<file path="config.mk">
export PLATFORM = sky130hd
export DESIGN_NAME = obi_sram_bridge
export DESIGN_NICKNAME = d
export VERILOG_FILES = /design/src/rtl/obi_sram_bridge.sv
export SDC_FILE = /design/constraint.sdc
export NUM_CORES = 1
export LEC_CHECK = 0
export ABC_AREA = 1
export ABC_CLOCK_PERIOD_IN_PS = 1000
export CORE_AREA = 2 2 74 76
export DETAILED_ROUTE_END_ITERATION = 6
export DIE_AREA = 0 0 76 78
export DONT_BUFFER_PORTS = 1
export SYNTH_ARGS = -nofsm -noshare
export SYNTH_HDL_FRONTEND = slang
export SYNTH_SLANG_ARGS = --single-unit
</file>
<file path="constraint.sdc">
create_clock -name clk_i -period 1 [get_ports clk_i]
set_input_delay 0.05 -clock clk_i [delete_from_list [all_inputs] [get_ports clk_i]]
set_output_delay 0.05 -clock clk_i [all_outputs]
set_load 0.01 [all_outputs]
</file>
<file path="src/rtl/obi_sram_bridge.sv">
// -----------------------------------------------------------------------------
// obi_sram_bridge
//
// Slave-side bridge from one OBI port to a single-port SRAM wrapper. OBI byte
// addresses become SRAM word indices, and every granted transaction gets one
// registered response one cycle after its grant. The bridge also sequences
// the SRAM power-gate and retention controls for the power manager, and it
// withholds grants while the macro is not fully powered.
//
// Ports
//   clk_i, rst_ni          clock, asynchronous active-low reset
//   obi_*                  OBI slave port (req/gnt, addr/we/be/wdata, rvalid/rdata)
//   pm_off_i, pm_ret_i     power manager: power-down request, retention request
//   pm_off_ack_o           high while the SRAM is fully gated
//   mem_req_o .. mem_be_o  SRAM request and payload
//   mem_rdata_i            SRAM read data, valid one cycle after the request
//   mem_pwrgate_no         power-gate control, low = gated
//   mem_pwrgate_ack_ni     power-gate acknowledge from the macro
//   mem_set_retentive_no   retention control, low = retentive
// -----------------------------------------------------------------------------
module obi_sram_bridge #(
  parameter int unsigned NumWords  = 1024,
  parameter int unsigned AddrWidth = (NumWords > 1) ? $clog2(NumWords) : 1
) (
  input  logic                 clk_i,
  input  logic                 rst_ni,
  // OBI slave
  input  logic                 obi_req_i,
  output logic                 obi_gnt_o,
  input  logic [31:0]          obi_addr_i,
  input  logic                 obi_we_i,
  input  logic [3:0]           obi_be_i,
  input  logic [31:0]          obi_wdata_i,
  output logic                 obi_rvalid_o,
  output logic [31:0]          obi_rdata_o,
  // power manager
  input  logic                 pm_off_i,
  input  logic                 pm_ret_i,
  output logic                 pm_off_ack_o,
  // SRAM
  output logic                 mem_req_o,
  output logic                 mem_we_o,
  output logic [AddrWidth-1:0] mem_addr_o,
  output logic [31:0]          mem_wdata_o,
  output logic [3:0]           mem_be_o,
  input  logic [31:0]          mem_rdata_i,
  output logic                 mem_pwrgate_no,
  input  logic                 mem_pwrgate_ack_ni,
  output logic                 mem_set_retentive_no
);

  typedef enum logic [2:0] {
    S_ON,
    S_DRAIN,
    S_GATING,
    S_OFF,
    S_WAKING
  } state_e;

  state_e state_q, state_d;
  logic   rvalid_q;
  logic   rsp_we_q;
  logic   ret_n_q;

  // ---------------------------------------------------------------------------
  // Request path: grants only in ON, and a power-down request wins over a
  // simultaneous bus request. The request then stays pending on the bus.
  // ---------------------------------------------------------------------------
  assign obi_gnt_o   = (state_q == S_ON) && obi_req_i && !pm_off_i;
  assign mem_req_o   = obi_gnt_o;
  assign mem_we_o    = obi_we_i;
  assign mem_addr_o  = obi_addr_i[AddrWidth+1:2];
  assign mem_wdata_o = obi_wdata_i;
  assign mem_be_o    = obi_be_i;

  // The byte offset and the address bits above the SRAM range are ignored.
  logic unused_addr;
  assign unused_addr = ^{obi_addr_i[31:AddrWidth+2], obi_addr_i[1:0]};

  // ---------------------------------------------------------------------------
  // FSM next state
  // ---------------------------------------------------------------------------
  always_comb begin
    // NOTE: assign a default to every always_comb output before any branch.
    // A path that leaves a signal unassigned infers a latch.
    state_d = state_q;
    unique case (state_q)
      S_ON:     if (pm_off_i) state_d = S_DRAIN;
      S_DRAIN:  state_d = S_GATING;
      // An aborted power-down takes priority over a late acknowledge. WAKING
      // re-powers the macro in either case.
      S_GATING: begin
        if (!pm_off_i)                state_d = S_WAKING;
        else if (!mem_pwrgate_ack_ni) state_d = S_OFF;
      end
      S_OFF:    if (!pm_off_i) state_d = S_WAKING;
      S_WAKING: if (mem_pwrgate_ack_ni) state_d = S_ON;
      default:  state_d = S_ON;
    endcase
  end

  // ---------------------------------------------------------------------------
  // State and response registers
  // ---------------------------------------------------------------------------
  always_ff @(posedge clk_i or negedge rst_ni) begin
    // NOTE: use non-blocking assignments for all flop state. This keeps every
    // register sampling pre-edge values, whatever order the blocks run in.
    if (!rst_ni) begin
      state_q  <= S_ON;
      rvalid_q <= 1'b0;
      rsp_we_q <= 1'b0;
      ret_n_q  <= 1'b1;
    end else begin
      state_q  <= state_d;
      rvalid_q <= obi_gnt_o;
      rsp_we_q <= obi_gnt_o && obi_we_i;
      // Retention is registered against the next state so the macro control
      // comes straight from a flop. It is low exactly while the FSM sits in
      // GATING/OFF with retention requested.
      ret_n_q  <= !(pm_ret_i && (state_d == S_GATING || state_d == S_OFF));
    end
  end

  // Read data arrives from the SRAM in the response cycle. It is forwarded
  // for reads and forced to zero otherwise.
  assign obi_rvalid_o = rvalid_q;
  assign obi_rdata_o  = (rvalid_q && !rsp_we_q) ? mem_rdata_i : 32'h0;

  // ---------------------------------------------------------------------------
  // Power controls, decoded from registered state only
  // ---------------------------------------------------------------------------
  assign mem_pwrgate_no       = !(state_q == S_GATING || state_q == S_OFF);
  assign pm_off_ack_o         = (state_q == S_OFF);
  assign mem_set_retentive_no = ret_n_q;

endmodule

</file>
* Word level (Yosys, flattened, before mapping)
Cells that the tools add are included.
Storage, ports and cells: logic and storage cells 29, flip-flop bits (word level) 6, output and inout bits 85, input port bits 107
Cells by class: reduce and logical (&&, ||, !) cells 12, mux-type cells 7, equal/unequal tests 6
Operators with widths (number):
- $mux W32 | 1
- $mux W3 | 5
- $pmux W3 S5 | 1
- $eq A3 B2 Y1 const B | 4
- $logic_and A1 B1 Y1 | 5
- $logic_not A1 Y1 | 4
- $eq A3 B1 Y1 const B | 1
- $eq A3 B3 Y1 const B | 1
- $logic_not A3 Y1 | 1
- $logic_or A1 B1 Y1 | 2

* Longest topological paths before layout
depth in word-level cells 7, gate-level depth with buffers 4, gate-level depth less buffers 4

* Worst setup path before layout
Ideal clock, no wire load.
path type register -> output, from register state_q[1], to output obi_gnt_o, data required time 950 ps, slack -72 ps, arrival time 1022 ps, stages on the path, launching flop included 5, path through dfrtp_1 -> nor2_4 -> nand2_2 -> nor2_1 -> buf_4
On the way: cells in the longest elaborated chain, start to end 3
RTL lines:
- start, declared | RTL line 60 | state_e state_q, state_d;
- start signal, assigned | RTL line 114 | state_q <= state_d;
- $logic_not A3 Y1 | RTL line 69 | assign obi_gnt_o = (state_q == S_ON) && obi_req_i && !pm_off_i;
- $logic_and A1 B1 Y1 (2 in series) | RTL line 69
- end, declared | RTL line 29 | output logic obi_gnt_o,
No other way between the ends.

* Worst setup path in the final report
from register rvalid_q (netlist: obi_rvalid_o), to output obi_rdata_o[14]
On the way: cells in the longest elaborated chain, start to end 2
RTL lines:
- start, declared | RTL line 61 | logic rvalid_q;
- start signal, assigned | RTL line 115 | rvalid_q <= obi_gnt_o;
- $logic_and A1 B1 Y1 | RTL line 127 | assign obi_rdata_o = (rvalid_q && !rsp_we_q) ? mem_rdata_i : 32'h0;
- $mux W32 | RTL line 127
- end, declared | RTL line 35 | output logic [31:0] obi_rdata_o,
No other way between the ends.

==> metrics list <==
* Detail-routed net length per standard cell: 11.3 µm
* Type of the tightest min-delay check: in -> reg
* Final core utilization: 0.187
- OpenSTA, run right after detailed placement, puts the worst setup slack at 69.5 ps.
- Of all nets on the critical path, the largest fanout is 32.
- Fraction of the mapped netlist area in compound gates: 0.0150
- At the pin with the least slew margin, the transition time is 279 ps.
* Number of buffers on the longest clock path: 2
- STA puts the critical path data required time at 950 ps.
* Final critical-path setup slack: -161 ps
* Final worst-path cycle share: 1.16
* All-Layer GR Usage: 0.0615
- Vias in the first global route: 612
- First-pass iteration count of the detailed router: 4
* Post-synthesis simple-gate area fraction: 0.235
- In this run the most critical hold path is launched from mem_pwrgate_ack_ni.
- Synthesis handed over a netlist of 147 instances.
- 0 antenna diodes ended up in the layout.
* CTS clock-pin slew for the worst setup and hold paths: 40 ps
- Setup-violating endpoint count in the final report: 36
- The worst-case IR drop observed on VDD is 0.00124 V.
- The floorplan step set the die width to 76 µm.
- Clock insertion delay at the later pin of the skew report: 230 ps
- The sequential cells in the finished layout cover a total of 153 µm².
* Power, Total: 2150 µW
* Number of cell rows: 26
- Wires add up to 2.19 mm.
- Of all cell types, the one taking the most synthesized area is buf_4.
* PwrDens: 2280 mW/mm²
- The critical path goes through nand2_2, buf_12, nor2_1, buf_4.
- Synthesis instantiated 16 different standard cells from the library.
- Synth Area in Adders: 0
- Averaged over all synthesized cells, the footprint is 6.24 µm².
- In this run the count of I/O pins placed on the die edge is 192.
* CTS tree: built
* Number of antenna violations at the first check in global routing: 0
* Critical setup path kind: reg -> out
- Proportion of synthesized flip-flops having asynchronous set or reset: 1.00
- In this run, synthesis produced a sequential element count of 6.
- For this design the static power due to leakage is 0.000548 µW.
* Worst slack on hold paths: 19.7 ps
- The share of synthesized area in the top cell type comes to 0.401.
- Of the synthesized area, sequential elements account for 0.165.
- Launch point of the critical path: obi_rvalid_o
* Cell with the biggest individual delay on the critical path: dfrtp_1
- Dominant combinational cell family by area after synthesis: buffers and inverters
- When the netlist entered floorplanning its net count stood at 254.
* Upper clock frequency limit: 861 MHz
- Number of buffers added by the clock tree synthesis step: 3
- The total count of hold-check failures in the final report is 0.
- EDFF count, synth: 0
- The worst register-to-register path begins at state_q[0].
* Routability congestion estimate from global placement: 0.612
* Largest cells by area after synthesis: buf_4 (40%), inv_1 (15%), nor2_1 (14%), dfrtp_1 (14%), dfstp_2 (2.9%)
* Area of the core: 0.00504 mm²
* Final nets: 232
* H-tree level count: 1
- Main synth FF type: dfrtp_1
* Die area: 0.00593 mm²
- Startpoint kind of the worst setup timing path: register
- Count of warnings emitted by yosys: 0
- In the final layout, the multi-input gates occupy 287 µm².
* First-pass GRT wire length: 2.84 mm
- Between clock sinks in the finished design, the worst skew comes to 1.33 ps.
- Max-slew violation total from the final report: 0
- DIE HEIGHT: 78 µm
- For this block, the via count after detailed routing is 704.
* Starting utilization of the core area: 0.182
- I/O Buffers: 0
- Number of antenna-violating nets in the routed design: 0
* Status: finished, violations left
- Number of sinks on the clock net: 6
* Fillcell total: 562
- Crit path time final: 1160 ps
- Post-synthesis share of cell area spent on xor and xnor gates: 0
- Number of vias per cell: 3.63
* DRC violations left: 0
* Fraction of layout cells with a size suffix above 1: 0.323
* Maximum cell stage delay along the critical path: 400 ps
* RSZ-0062 raised after global routing: yes
* Violated checks: negative setup slack
- The worst setup path is captured at a primary output.
- Netlist area before placement: 917 µm²
- Mux contribution to synthesized area: 0
- The worst pin sits at a relative slew slack of 0.814.
- Crit path arrival time: 1110 ps
- After legalization and detailed placement, the total HPWL measured 1.53 mm.
- Compared with the post-synthesis result, the final layout area differs by 2.73%.
- Maximum capacitance violations: 0
- Initial drt markers: 9
- Summed over all layers, the global routing overflow is 0.
- Entering global routing, the biggest net connects 33 pins.
- Clock tree synthesis selected as its root buffer the cell clkbuf_8.
==> cell usage after synthesis, types with 2 or more instances <==
| master | instances |
|---|---|
| nand2_2 | 2 |
| inv_1 | 37 |
| nand2_1 | 7 |
| buf_6 | 2 |
| dfrtp_1 | 5 |
| inv_2 | 2 |
| buf_4 | 49 |
| nor2_1 | 35 |
==> through the flow <==
step / cell area [µm²] / cells / setup TNS (ps)
2_1_floorplan: 920 / 147 / 0
3_3_place_gp: 719 / 178 / 0
3_5_place_dp: 719 / 178 / 0
4_1_cts: 900 / 194 / -4250
5_1_grt: 942 / 194 / -6010
6_report: 942 / 194 / -4070
==> layout by cell type, fill, tap and decap left out, types with 2 or more instances in the layout <==
cell / instances
clkbuf_8: 3
nand2_1: 5
dlygate4sd3_1: 5
buf_4: 13
nand2_2: 2
inv_2: 2
nor2_4: 4
dfrtp_1: 4
nor2_2: 3
inv_1: 37
buf_6: 5
nand2_4: 2
nor2_1: 29
==> critical path, delay by kind of cell, from the launching register on <==
kind	cells	cell delay [ps]
flip-flops	1	400
buffers and inverters	2	330
AND/OR/NAND/NOR	2	160
==> state kept, by name (all words and copies together), names as in the netlist <==
| register | cells |
|---|---|
| rsp_we_q | 1 |
| mem_set_retentive_no | 1 |
| state_q | 3 |
| obi_rvalid_o | 1 |
==> area by class of cell <==
class,instances,area share
Multi-Input combinational cell,51,0.304
Timing Repair Buffer,24,0.238
Sequential cell,6,0.162
Tap cell,70,0.0930
Inverter,39,0.155
Clock buffer,4,0.0478
==> metal layers <==
metal / vias up / global-route usage / part of all wire
met4: 0 / 0.0309 / 0.0041
met3: 4 / 0.0523 / 0.15
li1: 314 / - / -
met2: 83 / 0.0973 / 0.50
met5: - / 0 / 0
met1: 303 / 0.0554 / 0.34
==> where the power goes <==
group	internal, µW	leakage (µW)	switching, µW	total [µW]
Clock	276	0.0000228	122	398
Sequential	347	0.0000752	87.3	434
Combinational	610	0.000450	710	1320
==> final timing paths <==
path | endpoint | slack [ps] | depth (start not counted)
worst max-delay path | obi_rdata_o[14] | -160 | 4
worst min-delay path | state_q[0] | 20 | 3
worst max register to register | rsp_we_q | -40 | 5
worst min register to register | state_q[1] | 570 | 2
max in group asynchronous | mem_set_retentive_no | 590 | 1
min in group asynchronous | state_q[0] | 130 | 1
==> kinds of logic after synthesis <==
family / count (synthesis)
buf+inv: 90
compound gates: 2
flops: 6
simple gates: 49
==> repair_timing <==
item,CTS,global route
setup endpoints to repair,36,39
pin swaps,2,3
hold buffers,5,0
resized for setup,10,10
setup buffers,7,1
hold endpoints to repair,10,0
Note: power is estimated with default switching activity, not from simulation.
